--- src/rtl/aes_ctrl_pkg.sv ---
// Shared types and constants for the AES-128 round sequencer.
package aes_ctrl_pkg;

    localparam int AES128_ROUNDS = 10;
    localparam int RND_W         = 4;

    typedef enum logic [1:0] {
        ST_IDLE  = 2'd0,
        ST_LOAD  = 2'd1,
        ST_ROUND = 2'd2,
        ST_DONE  = 2'd3
    } ctrl_state_e;

endpackage

--- src/rtl/aes_round_ctrl.sv ---
// Iterative AES round sequencer: key-load pulse, per-round rcon enables,
// round index and completion pulse for the round datapath.
module aes_round_ctrl
    import aes_ctrl_pkg::*;
#(
    parameter int NUM_ROUNDS   = AES128_ROUNDS,
    parameter int ROUND_CYCLES = 1
) (
    input  logic             clk,
    input  logic             rst_n,
    input  logic             start_valid,
    output logic             start_ready,
    input  logic             abort,
    input  logic             dp_stall,
    output logic             kld,
    output logic             rcon_en,
    output logic [RND_W-1:0] round,
    output logic             first_round,
    output logic             last_round,
    output logic             busy,
    output logic             done
);

    localparam int              CYC_W    = 3;
    localparam logic [CYC_W-1:0] CYC_LAST = CYC_W'(ROUND_CYCLES - 1);
    localparam logic [RND_W-1:0] RND_LAST = RND_W'(NUM_ROUNDS);

    if (NUM_ROUNDS < 2 || NUM_ROUNDS > 15) begin : g_bad_rounds
        $error("aes_round_ctrl: NUM_ROUNDS must be 2..15");
    end
    if (ROUND_CYCLES < 1 || ROUND_CYCLES > 8) begin : g_bad_cycles
        $error("aes_round_ctrl: ROUND_CYCLES must be 1..8");
    end

    ctrl_state_e      r_state;
    logic [RND_W-1:0] r_round;
    logic [CYC_W-1:0] r_cyc;

    logic w_hs;
    logic w_end_rnd;
    logic w_last;

    assign w_last    = (r_round == RND_LAST);
    assign w_end_rnd = (r_state == ST_ROUND) && (r_cyc == CYC_LAST)
                       && !dp_stall;
    assign w_hs      = start_valid && start_ready;

    // abort suppresses every pulse in the cycle it is raised
    assign start_ready = (r_state == ST_IDLE) && !abort;
    assign kld         = (r_state == ST_LOAD) && !abort;
    assign done        = (r_state == ST_DONE) && !abort;
    assign rcon_en     = w_end_rnd && !w_last && !abort;
    assign busy        = (r_state != ST_IDLE);
    assign round       = r_round;
    assign first_round = (r_state == ST_ROUND) && (r_round == RND_W'(1));
    assign last_round  = (r_state == ST_ROUND) && w_last;

    always_ff @(posedge clk or negedge rst_n) begin
        if (!rst_n) begin
            r_state <= ST_IDLE;
            r_round <= '0;
            r_cyc   <= '0;
        end else if (abort && r_state != ST_IDLE) begin
            r_state <= ST_IDLE;
            r_round <= '0;
            r_cyc   <= '0;
        end else begin
            unique case (r_state)
                ST_IDLE: begin
                    if (w_hs) begin
                        r_state <= ST_LOAD;
                        r_round <= '0;
                        r_cyc   <= '0;
                    end
                end
                ST_LOAD: begin
                    r_state <= ST_ROUND;
                    r_round <= RND_W'(1);
                    r_cyc   <= '0;
                end
                ST_ROUND: begin
                    if (w_end_rnd) begin
                        r_cyc <= '0;
                        if (w_last) begin
                            r_state <= ST_DONE;
                        end else begin
                            r_round <= r_round + 1'b1;
                        end
                    end else if (!dp_stall) begin
                        r_cyc <= r_cyc + 1'b1;
                    end
                end
                ST_DONE: begin
                    r_state <= ST_IDLE;
                    r_round <= '0;
                end
                default: begin
                    r_state <= ST_IDLE;
                    r_round <= '0;
                    r_cyc   <= '0;
                end
            endcase
        end
    end

endmodule

--- config.mk ---
export PLATFORM = sky130hd
export DESIGN_NAME = aes_round_ctrl
export DESIGN_NICKNAME = d
export VERILOG_FILES = /design/src/rtl/aes_ctrl_pkg.sv /design/src/rtl/aes_round_ctrl.sv
export SDC_FILE = /design/constraint.sdc
export NUM_CORES = 1
export LEC_CHECK = 0
export BUFFER_PORTS_ARGS = -buffer_cell sky130_fd_sc_hd__buf_2
export CORE_MARGIN = 3
export CORE_UTILIZATION = 52
export DETAILED_ROUTE_END_ITERATION = 10
export GPL_TIMING_DRIVEN = 0
export PLACE_DENSITY = 0.77
export SKIP_CTS_REPAIR_TIMING = 1
export SYNTH_ARGS = -nofsm -noshare
export SYNTH_HDL_FRONTEND = slang
export SYNTH_SLANG_ARGS = --single-unit
export TNS_END_PERCENT = 50
--- constraint.sdc ---
create_clock -name clk -period 2.45 [get_ports clk]
set_input_delay 0.49 -clock clk [delete_from_list [all_inputs] [get_ports clk]]
set_output_delay 0.49 -clock clk [all_outputs]
set_load 0.02 [all_outputs]
==> impl_results.md, run 1 <==
* Vias in the first global route at approximately 570
* Clock root cell: clkbuf_4
* Drt drc at 0
* Routed wire per std cell at 13.0 um
* Die height at around 44 um
* Post-synth EDFFs at 0
* DR pass1 iterations at 4
* Area Overhead vs Synth at 16.2%
* Power density over the cells at roughly 950 nW/um2
* Max Freq at 470 MHz
* TritonCTS Sinks at 9
* DPL Wire Length at roughly 1.1 mm
* VDD IR max at a little under 0.8 mV
* Fin cells at 110
* Final setup viols at 0
* Post-synth ARST share at 1.00
* Total gr overflow at 0
* Vias per inst at approximately 5.6
* Layout Skew at roughly 6.7 ps
* Initial core utilization at 0.605
* Register area share after synthesis at 0.306
* Placed Instances at 106
* Req. time, crit path at between 1500 and 2000 ps
* Die area at 1900 um2
* Mapped Nets at 91
* Setup crit start kind: flip-flop
* Top FF cell, synth: dfrtp_1
* NumNets Final at 111
* Initial DRC count at 5
* GRT Total Usage at 0.165
* Share of post-route cells with drive strength above 1 at 0.292
* Final period util at 0.868
* CP arrival at 1640 ps
* Reg clk slew, reported paths at 70 ps
* Num CTS Buffers at 3
* Leakage at roughly 0.43 nW
* Max Cap Viol at 0
* Worst hold path class: primary input to async pin
* TritonCTS clock tree: done
* Port Buffer Count at 15
* Final hold violation count at 0
* Yosys top cell area share at 0.306
* Post-route core utilization at 0.703
* RSZ-0062 raised after global routing: false
* Synth unique cells at 37
* Worst-skew pair later-pin latency at about 260 ps
* Final WL at 1.43 mm
* Worst-margin pin slew at 289 ps
* Tmin final at about 2100 ps
* First-pass GRT wire length at between 2 and 2.5 mm
* Post-Syn Area per Cell at around 9.6 um2
* Die Wd at about 44 um
* Setup slack after layout at approximately 320 ps
* Status: finished, final reports clean
* Headroom to the max-slew limit at 0.806
* Synth top area cells: dfrtp_1 31%, ha_1 15%, inv_1 4.6%, nand4bb_4 3.7%, o31ai_2 3.4%
* Worst R2R Setup Slack at around 600 ps
* Biggest area consumer among synthesized cells: dfrtp_1
* Final ANT Viol Nets at 0
* Cell Area, Synth at between 700 and 800 um2
* Row count at 12
* Number of diodes at 0
* Crit path kind: flip-flop to primary output
* Largest net degree at the start of global routing at 11
* Final Max Slew Viols at 0
* Total I/O pin count at 16
* Post-synth top cells: 9 x dfrtp_1, 9 x ha_1, 9 x inv_1
* Initial antenna violation count at 0
* Setup TNS at 0 ps
* Core area at around 1200 um2
* CP max FO at 10
* Final Wtd Congestion at ~0.79
* Total number of H-tree levels at 1
* Synthesis Warnings at 0
* Post-synthesis cell count at 77
* CP endpoint kind: primary output
* Synth Register Bits at 9
* Dpl ws at approximately 590 ps
* Max clock buf depth at 2
* Total number of vias at roughly 620
cell families after synthesis:
kind of cell             count (synthesis)  synth area share
AND/OR/NAND/NOR                         29             0.276
AO/OA/AOI/OAI                           17             0.170
buffers and inverters                   10            0.0527
adder cells (fa/ha/maj)                  9             0.153
flip-flops                               9             0.306
multiplexers                             3            0.0425
critical path: stages (launching register included):
cell and delay, ps:
dfrtp_1 390, inv_1 120, ha_1 230, buf_2 230, and4bb_2 240, buf_2 160
power by group:
group	internal, W	switching, W
sequential	0.000178	0.0000282
combinational	0.000202	0.000290
clock	0.0000629	0.0000543
total	0.000443	0.000372
cell usage in the layout (no fill, tap or decap), types with 3 or more instances in the layout:
master | netlist | routed
nor2_1 | 4 | 4
clkbuf_4 | 0 | 3
ha_1 | 9 | 9
inv_1 | 9 | 9
buf_2 | 1 | 16
nand3_1 | 3 | 3
nand2_1 | 5 | 5
dfrtp_1 | 9 | 9
o21ai_0 | 3 | 3
per-stage QoR:
stage	hold WS (ps)	power, W	cell area, um2
after CTS	74.1	0.000822	855
after global routing	74.1	0.000882	855
after floorplan	194	0.000594	736
after global placement	355	0.000696	828
after detailed placement	360	0.000704	828
final	64.3	0.000815	855
routing by layer:
metal | vias to the layer above | global-route usage | wire, um
li1 | 311 | - | -
met1 | 293 | 0.212 | 664
met2 | 11 | 0.270 | 683
met3 | 4 | 0.0498 | 63
met4 | 0 | 0.0361 | 14
met5 | - | 0 | 0
sequential cells by signal, summed over array words and instances (netlist names):
name	count
round	4
r_state	2
r_cyc	3
path summary, 6_finish.rpt:
kind / startpoint / to / cells past startpoint
min in group clk: r_cyc[2]$_DFFE_PN0P_ / r_cyc[2]$_DFFE_PN0P_ / 1
max reg2reg: r_state[0]$_DFFE_PN0P_ / r_cyc[0]$_DFFE_PN0P_ / 7
min: rst_n / r_cyc[2]$_DFFE_PN0P_ / 1
max: r_state[0]$_DFFE_PN0P_ / first_round / 5
max in group asynchronous: rst_n / r_state[0]$_DFFE_PN0P_ / 1
min reg2reg: r_cyc[2]$_DFFE_PN0P_ / r_cyc[2]$_DFFE_PN0P_ / 1
area by class of cell:
type	count	area (um2)
clock buffer	4	26.3
tap	14	17.5
multi-input combinational	58	472
sequential	9	225
timing repair buffer	15	75.1
fill	98	362
inverter	9	33.8
buffer	1	5.00
No activity file was read; power rests on OpenSTA's default activity.
==> run 2: changes to the inputs <==
Settings changed: PLACE_DENSITY 0.77 to not set, PLACE_DENSITY_LB_ADDON set to 0.1.
==> impl_results.md, run 2 (same netlist as run 1, synthesis figures left out) <==
* Internal power at 0.000445 W (+0.39%)
* Max clock buf depth at 2 (unchanged)
* Total number of vias at 604 (-2.4%)
* Total gr overflow at 0 (unchanged)
* Row count at 12 (unchanged)
* Layout Skew at 0.484 ps (-6.26 ps)
* TritonCTS clock tree: done
* Seq pwr share at 0.252 (about the same)
* Clk pwr share at 0.145 (about the same)
* CP endpoint kind: primary output
* Max reg flops at 4 (unchanged)
* Final period util at 0.879 (+0.0115)
* DR pass1 iterations at 4 (unchanged)
* Worst-skew pair later-pin latency at 270 ps (about the same)
* Final ANT Viol Nets at 0 (unchanged)
* Fin cells at 110 (unchanged)
* Sw power at 0.000383 W (+2.8%)
* Most frequent cells in the layout: 16 x buf_2, 9 x inv_1, 9 x ha_1, 9 x dfrtp_1, 5 x nand2_1
* Drt drc at 0 (unchanged)
* Status: finished, final reports clean
* Commonest non-fill, non-tap cell in the layout: buf_2
* NumNets Final at 111 (unchanged)
* Filler cells at 98 (unchanged)
* Power density over the cells at 969 nW/um2 (+1.5%)
* Die height at 43.6 um (unchanged)
* Port Buffer Count at 15 (unchanged)
* Largest net degree at the start of global routing at 11 (unchanged)
* Tmin final at 2150 ps (+28.2 ps)
* Max Cap Viol at 0 (unchanged)
* Setup crit start kind: flip-flop
* Reg clk slew, reported paths at 60 ps (about the same)
* Combinational share of power at 0.603 (about the same)
* Initial antenna violation count at 0 (unchanged)
* Worst-margin pin slew at 286 ps (-2.19 ps)
* Die area at 1900 um2 (unchanged)
* Req. time, crit path at 1960 ps (about the same)
* First-pass GRT wire length at 2.53 mm (+4.6%)
* CP max FO at 10 (unchanged)
* Max Freq at 464 MHz (-1.3%)
* CP arrival at 1660 ps (+20 ps)
* Sw Share at 0.463 (+0.00598)
* Routed wire per std cell at 13.5 um (+4.4%)
* Final WL at 1.49 mm (+4.4%)
* GRT Total Usage at 0.178 (+0.0131)
* Vias per inst at 5.49 (-2.4%)
* Die Wd at 43.6 um (unchanged)
* Final Max Slew Viols at 0 (unchanged)
* Area Overhead vs Synth at 16.2% (unchanged)
* Headroom to the max-slew limit at 0.807 (+0.00147)
* TritonCTS Sinks at 9 (unchanged)
* Initial core utilization at 0.605 (unchanged)
* RSZ-0062 raised after global routing: false
* Setup TNS at 0 ps (unchanged)
* Worst hold path class: primary input to async pin
* Placed Instances at 106 (unchanged)
* Clock root cell: clkbuf_4
* Number of diodes at 0 (unchanged)
* Total number of H-tree levels at 1 (unchanged)
* Final hold violation count at 0 (unchanged)
* DPL Wire Length at 1.20 mm (+6.9%)
* Total I/O pin count at 16 (unchanged)
* Initial DRC count at 7 (+2)
* Final Wtd Congestion at 0.780 (-1.6%)
* Leakage at 0.433 nW (unchanged)
* Crit path kind: flip-flop to primary output
* Final setup viols at 0 (unchanged)
* VDD IR max at 0.711 mV (-9.4%)
* Vias in the first global route at 576 (+0.52%)
* Share of post-route cells with drive strength above 1 at 0.292 (unchanged)
* Core area at 1220 um2 (unchanged)
* Num CTS Buffers at 3 (unchanged)
[run 2: cell counts in the layout (fill, tap and decap cells not counted)]
Identical to the previous run, type by type.
[run 2: layout make-up]
class,count,area (um2),area share
Multi-Input combinational cell,58,472,0.552
Sequential cell,9,225,0.264
Timing Repair Buffer,15,75.1,0.0878
Inverter,9,33.8,0.0395
Clock buffer,4,26.3,0.0307
Tap cell,14,17.5,0.0205
Buffer,1,5.00,0.00586
[run 2: critical path: stages (launching register included)]
cell and delay, ps:
dfrtp_1 410, inv_1 140, ha_1 240, buf_2 230, and4bb_2 230, buf_2 160
[run 2: through the flow]
stage	hold WS, ps	util	total power, W	setup WS (ps)	instance area (um2)
floorplan	194	-	0.000594	481	736
global placement	357	0.681	0.000698	606	828
detailed placement	357	0.681	0.000712	589	828
CTS	71.0	0.703	0.000830	294	855
global route	64.4	0.703	0.000897	181	855
finish	66.7	0.703	0.000828	296	855
[run 2: power groups by stage]
stage | clock network (W) | registers, W | logic (W)
2_1_floorplan | 0 | 0.000209 | 0.000385
3_3_place_gp | 0 | 0.000208 | 0.000490
3_5_place_dp | 0 | 0.000211 | 0.000501
4_1_cts | 0.000120 | 0.000208 | 0.000501
5_1_grt | 0.000128 | 0.000214 | 0.000555
6_report | 0.000120 | 0.000208 | 0.000499
[run 2: worst paths after layout]
kind | from | end | slack [ps] | cells past startpoint
max | r_state[0]$_DFFE_PN0P_ | first_round | 300 | 5
min | rst_n | r_cyc[2]$_DFFE_PN0P_ | 70 | 1
max reg2reg | r_state[0]$_DFFE_PN0P_ | r_cyc[0]$_DFFE_PN0P_ | 580 | 7
min reg2reg | r_cyc[2]$_DFFE_PN0P_ | r_cyc[2]$_DFFE_PN0P_ | 550 | 1
max in group asynchronous | rst_n | r_cyc[0]$_DFFE_PN0P_ | 2200 | 1
min in group clk | r_cyc[2]$_DFFE_PN0P_ | r_cyc[2]$_DFFE_PN0P_ | 550 | 1
[run 2: routing by layer]
metal / global-route usage / vias to the layer above / share of wire
li1: - / 312 / -
met1: 0.216 / 278 / 0.48
met2: 0.302 / 9 / 0.47
met3: 0.0373 / 5 / 0.033
met4: 0.0723 / 0 / 0.020
met5: 0 / - / 0
==> run 3: changes to the inputs <==
Settings changed: GPL_TIMING_DRIVEN 0 to not set.
==> impl_results.md, run 3 (same netlist as run 1, synthesis figures left out) <==
* Seq pwr share at 0.254 (+0.002)
* Initial antenna violation count at 0 (unchanged)
* Final period util at 0.893 (+0.0134)
* RR Startpoint: r_state[0]$_DFFE_PN0P_
* Final ANT Viol Nets at 0 (unchanged)
* CP endpoint kind: primary output
* Total number of vias at 616 (+2.0%)
* DR pass1 iterations at 5 (+1)
* Most frequent cells in the layout: 15 x buf_2, 9 x inv_1, 9 x ha_1, 9 x dfrtp_1, 5 x nand2_1
* CP Cell Sequence: inv_1, ha_1, nand4bb_4, nor3_1, buf_2
* Clock root cell: clkbuf_4
* Layout Skew at 5.57 ps (+5.09 ps)
* TritonCTS Sinks at 9 (unchanged)
* Max reg flops at 4 (unchanged)
* Combinational share of power at 0.604 (about the same)
* Initial core utilization at 0.605 (unchanged)
* Final hold violation count at 0 (unchanged)
* Worst setup path startpoint: r_state[0]$_DFFE_PN0P_
* Total number of H-tree levels at 1 (unchanged)
* Worst path max stage delay at 410 ps (about the same)
* Die Wd at 43.6 um (unchanged)
* Crit-path leading delay family: adder cells
* Largest net degree at the start of global routing at 12 (+1)
* Number of diodes at 0 (unchanged)
* Met1 Track Usage GR at 0.207 (-0.00919)
* TritonCTS clock tree: done
* Vias in the first global route at 584 (+1.4%)
* Clk pwr share at 0.142 (-0.003)
* Max Freq at 457 MHz (-1.5%)
* VDD IR max at 0.661 mV (-7.1%)
* CP max-delay cell: ha_1
* Power density over the cells at 954 nW/um2 (-1.5%)
* Reg clk slew, reported paths at 60 ps (about the same)
* Final setup viols at 0 (unchanged)
* Routed wire per std cell at 13.7 um (+1.3%)
* Sw power at 0.000370 W (-3.5%)
* Final WL at 1.49 mm (+0.40%)
* First-pass GRT wire length at 2.57 mm (+1.3%)
* GR peak layer: met2
* Setup TNS at 0 ps (unchanged)
* Headroom to the max-slew limit at 0.739 (-0.0681)
* Drt drc at 0 (unchanged)
* NumNets Final at 110 (-0.90%)
* Setup crit start kind: flip-flop
* Worst hold path class: primary input to async pin
* Placed Instances at 105 (-0.94%)
* Initial DRC count at 10 (+3)
* Port Buffer Count at 15 (unchanged)
* RSZ-0062 raised after global routing: false
* Req. time, crit path at 1960 ps (about the same)
* Area Overhead vs Synth at 15.5%
* Row count at 12 (unchanged)
* Total I/O pin count at 16 (unchanged)
* Die height at 43.6 um (unchanged)
* Core area at 1220 um2 (unchanged)
* GRT Total Usage at 0.183 (+0.00462)
* Sw Share at 0.456 (-0.00643)
* Final Max Slew Viols at 0 (unchanged)
* Bufs and invs on worst path at 2 (-1)
* Filler cells at 116 (+18%)
* Final Wtd Congestion at 0.879 (+13%)
* Internal power at 0.000440 W (-0.95%)
* Crit path kind: flip-flop to primary output
* DPL Wire Length at 1.17 mm (-2.1%)
* Vias per inst at 5.65 (+2.9%)
* Met2 Usage GRT at 0.308 (+0.00581)
* Total gr overflow at 0 (unchanged)
* Commonest non-fill, non-tap cell in the layout: buf_2
* Die area at 1900 um2 (unchanged)
* CP arrival at 1700 ps (+40 ps)
* Sequential Area at 225 um2 (unchanged)
* Worst-margin pin slew at 392 ps (+105 ps)
* Num CTS Buffers at 3 (unchanged)
* Share of post-route cells with drive strength above 1 at 0.284 (-0.00746)
* Worst-skew pair later-pin latency at 260 ps (about the same)
* Grt met3 use at 0.0788 (+0.0415)
* Max clock buf depth at 2 (unchanged)
* Max Cap Viol at 0 (unchanged)
* Leakage at 0.428 nW (-1.1%)
* Tmin final at 2190 ps (+32.9 ps)
* Area of the multi-input gates at 472 um2 (unchanged)
* Status: finished, final reports clean
* CP max FO at 11 (+1)
* Fin cells at 109 (-0.91%)
[run 3: cell count changes in the layout (fill, tap and decap cells not counted)]
cell and delta:
buf_2 -1
[run 3: area by class of cell]
type | instances | area share
inverter | 9 | 0.0398
clock buffer | 4 | 0.0309
multi-input combinational | 58 | 0.555
sequential | 9 | 0.265
timing repair buffer | 15 | 0.0884
tap | 14 | 0.0206
[run 3: layer usage]
| layer | vias to the layer above | part of all wire |
|---|---|---|
| met5 | - | 0 |
| met1 | 290 | 0.43 |
| met3 | 2 | 0.048 |
| li1 | 314 | - |
| met4 | 0 | 0.0067 |
| met2 | 10 | 0.51 |
[run 3: power groups by stage]
stage,sequential [W],combinational (W),clock [W]
floorplan,0.000209,0.000385,0
global placement,0.000208,0.000483,0
detailed placement,0.000209,0.000492,0
CTS,0.000206,0.000492,0.000120
global route,0.000210,0.000546,0.000133
finish,0.000206,0.000489,0.000115
[run 3: final timing paths]
path                            depth (start not counted)                      to  slack [ps]
worst max register to register                          6    round[0]$_DFFE_PN0P_         520
worst min-delay path                                    1    r_cyc[2]$_DFFE_PN0P_          70
max in group asynchronous                               1  r_state[1]$_DFFE_PN0P_        2200
worst min register to register                          1    r_cyc[2]$_DFFE_PN0P_         550
min in group clk                                        1    r_cyc[2]$_DFFE_PN0P_         550
worst max-delay path                                    5                 rcon_en         260
[run 3: stage by stage]
| step | total power (W) | utilization | hold WS [ps] | worst slack, ps | cell area (um2) |
|---|---|---|---|---|---|
| after floorplan | 0.000594 | - | 194 | 481 | 736 |
| after global placement | 0.000690 | 0.677 | 357 | 600 | 823 |
| after detailed placement | 0.000700 | 0.677 | 361 | 548 | 823 |
| after CTS | 0.000818 | 0.699 | 71.8 | 267 | 850 |
| after global routing | 0.000888 | 0.699 | 63.9 | 80.0 | 850 |
| final | 0.000810 | 0.699 | 65.9 | 263 | 850 |
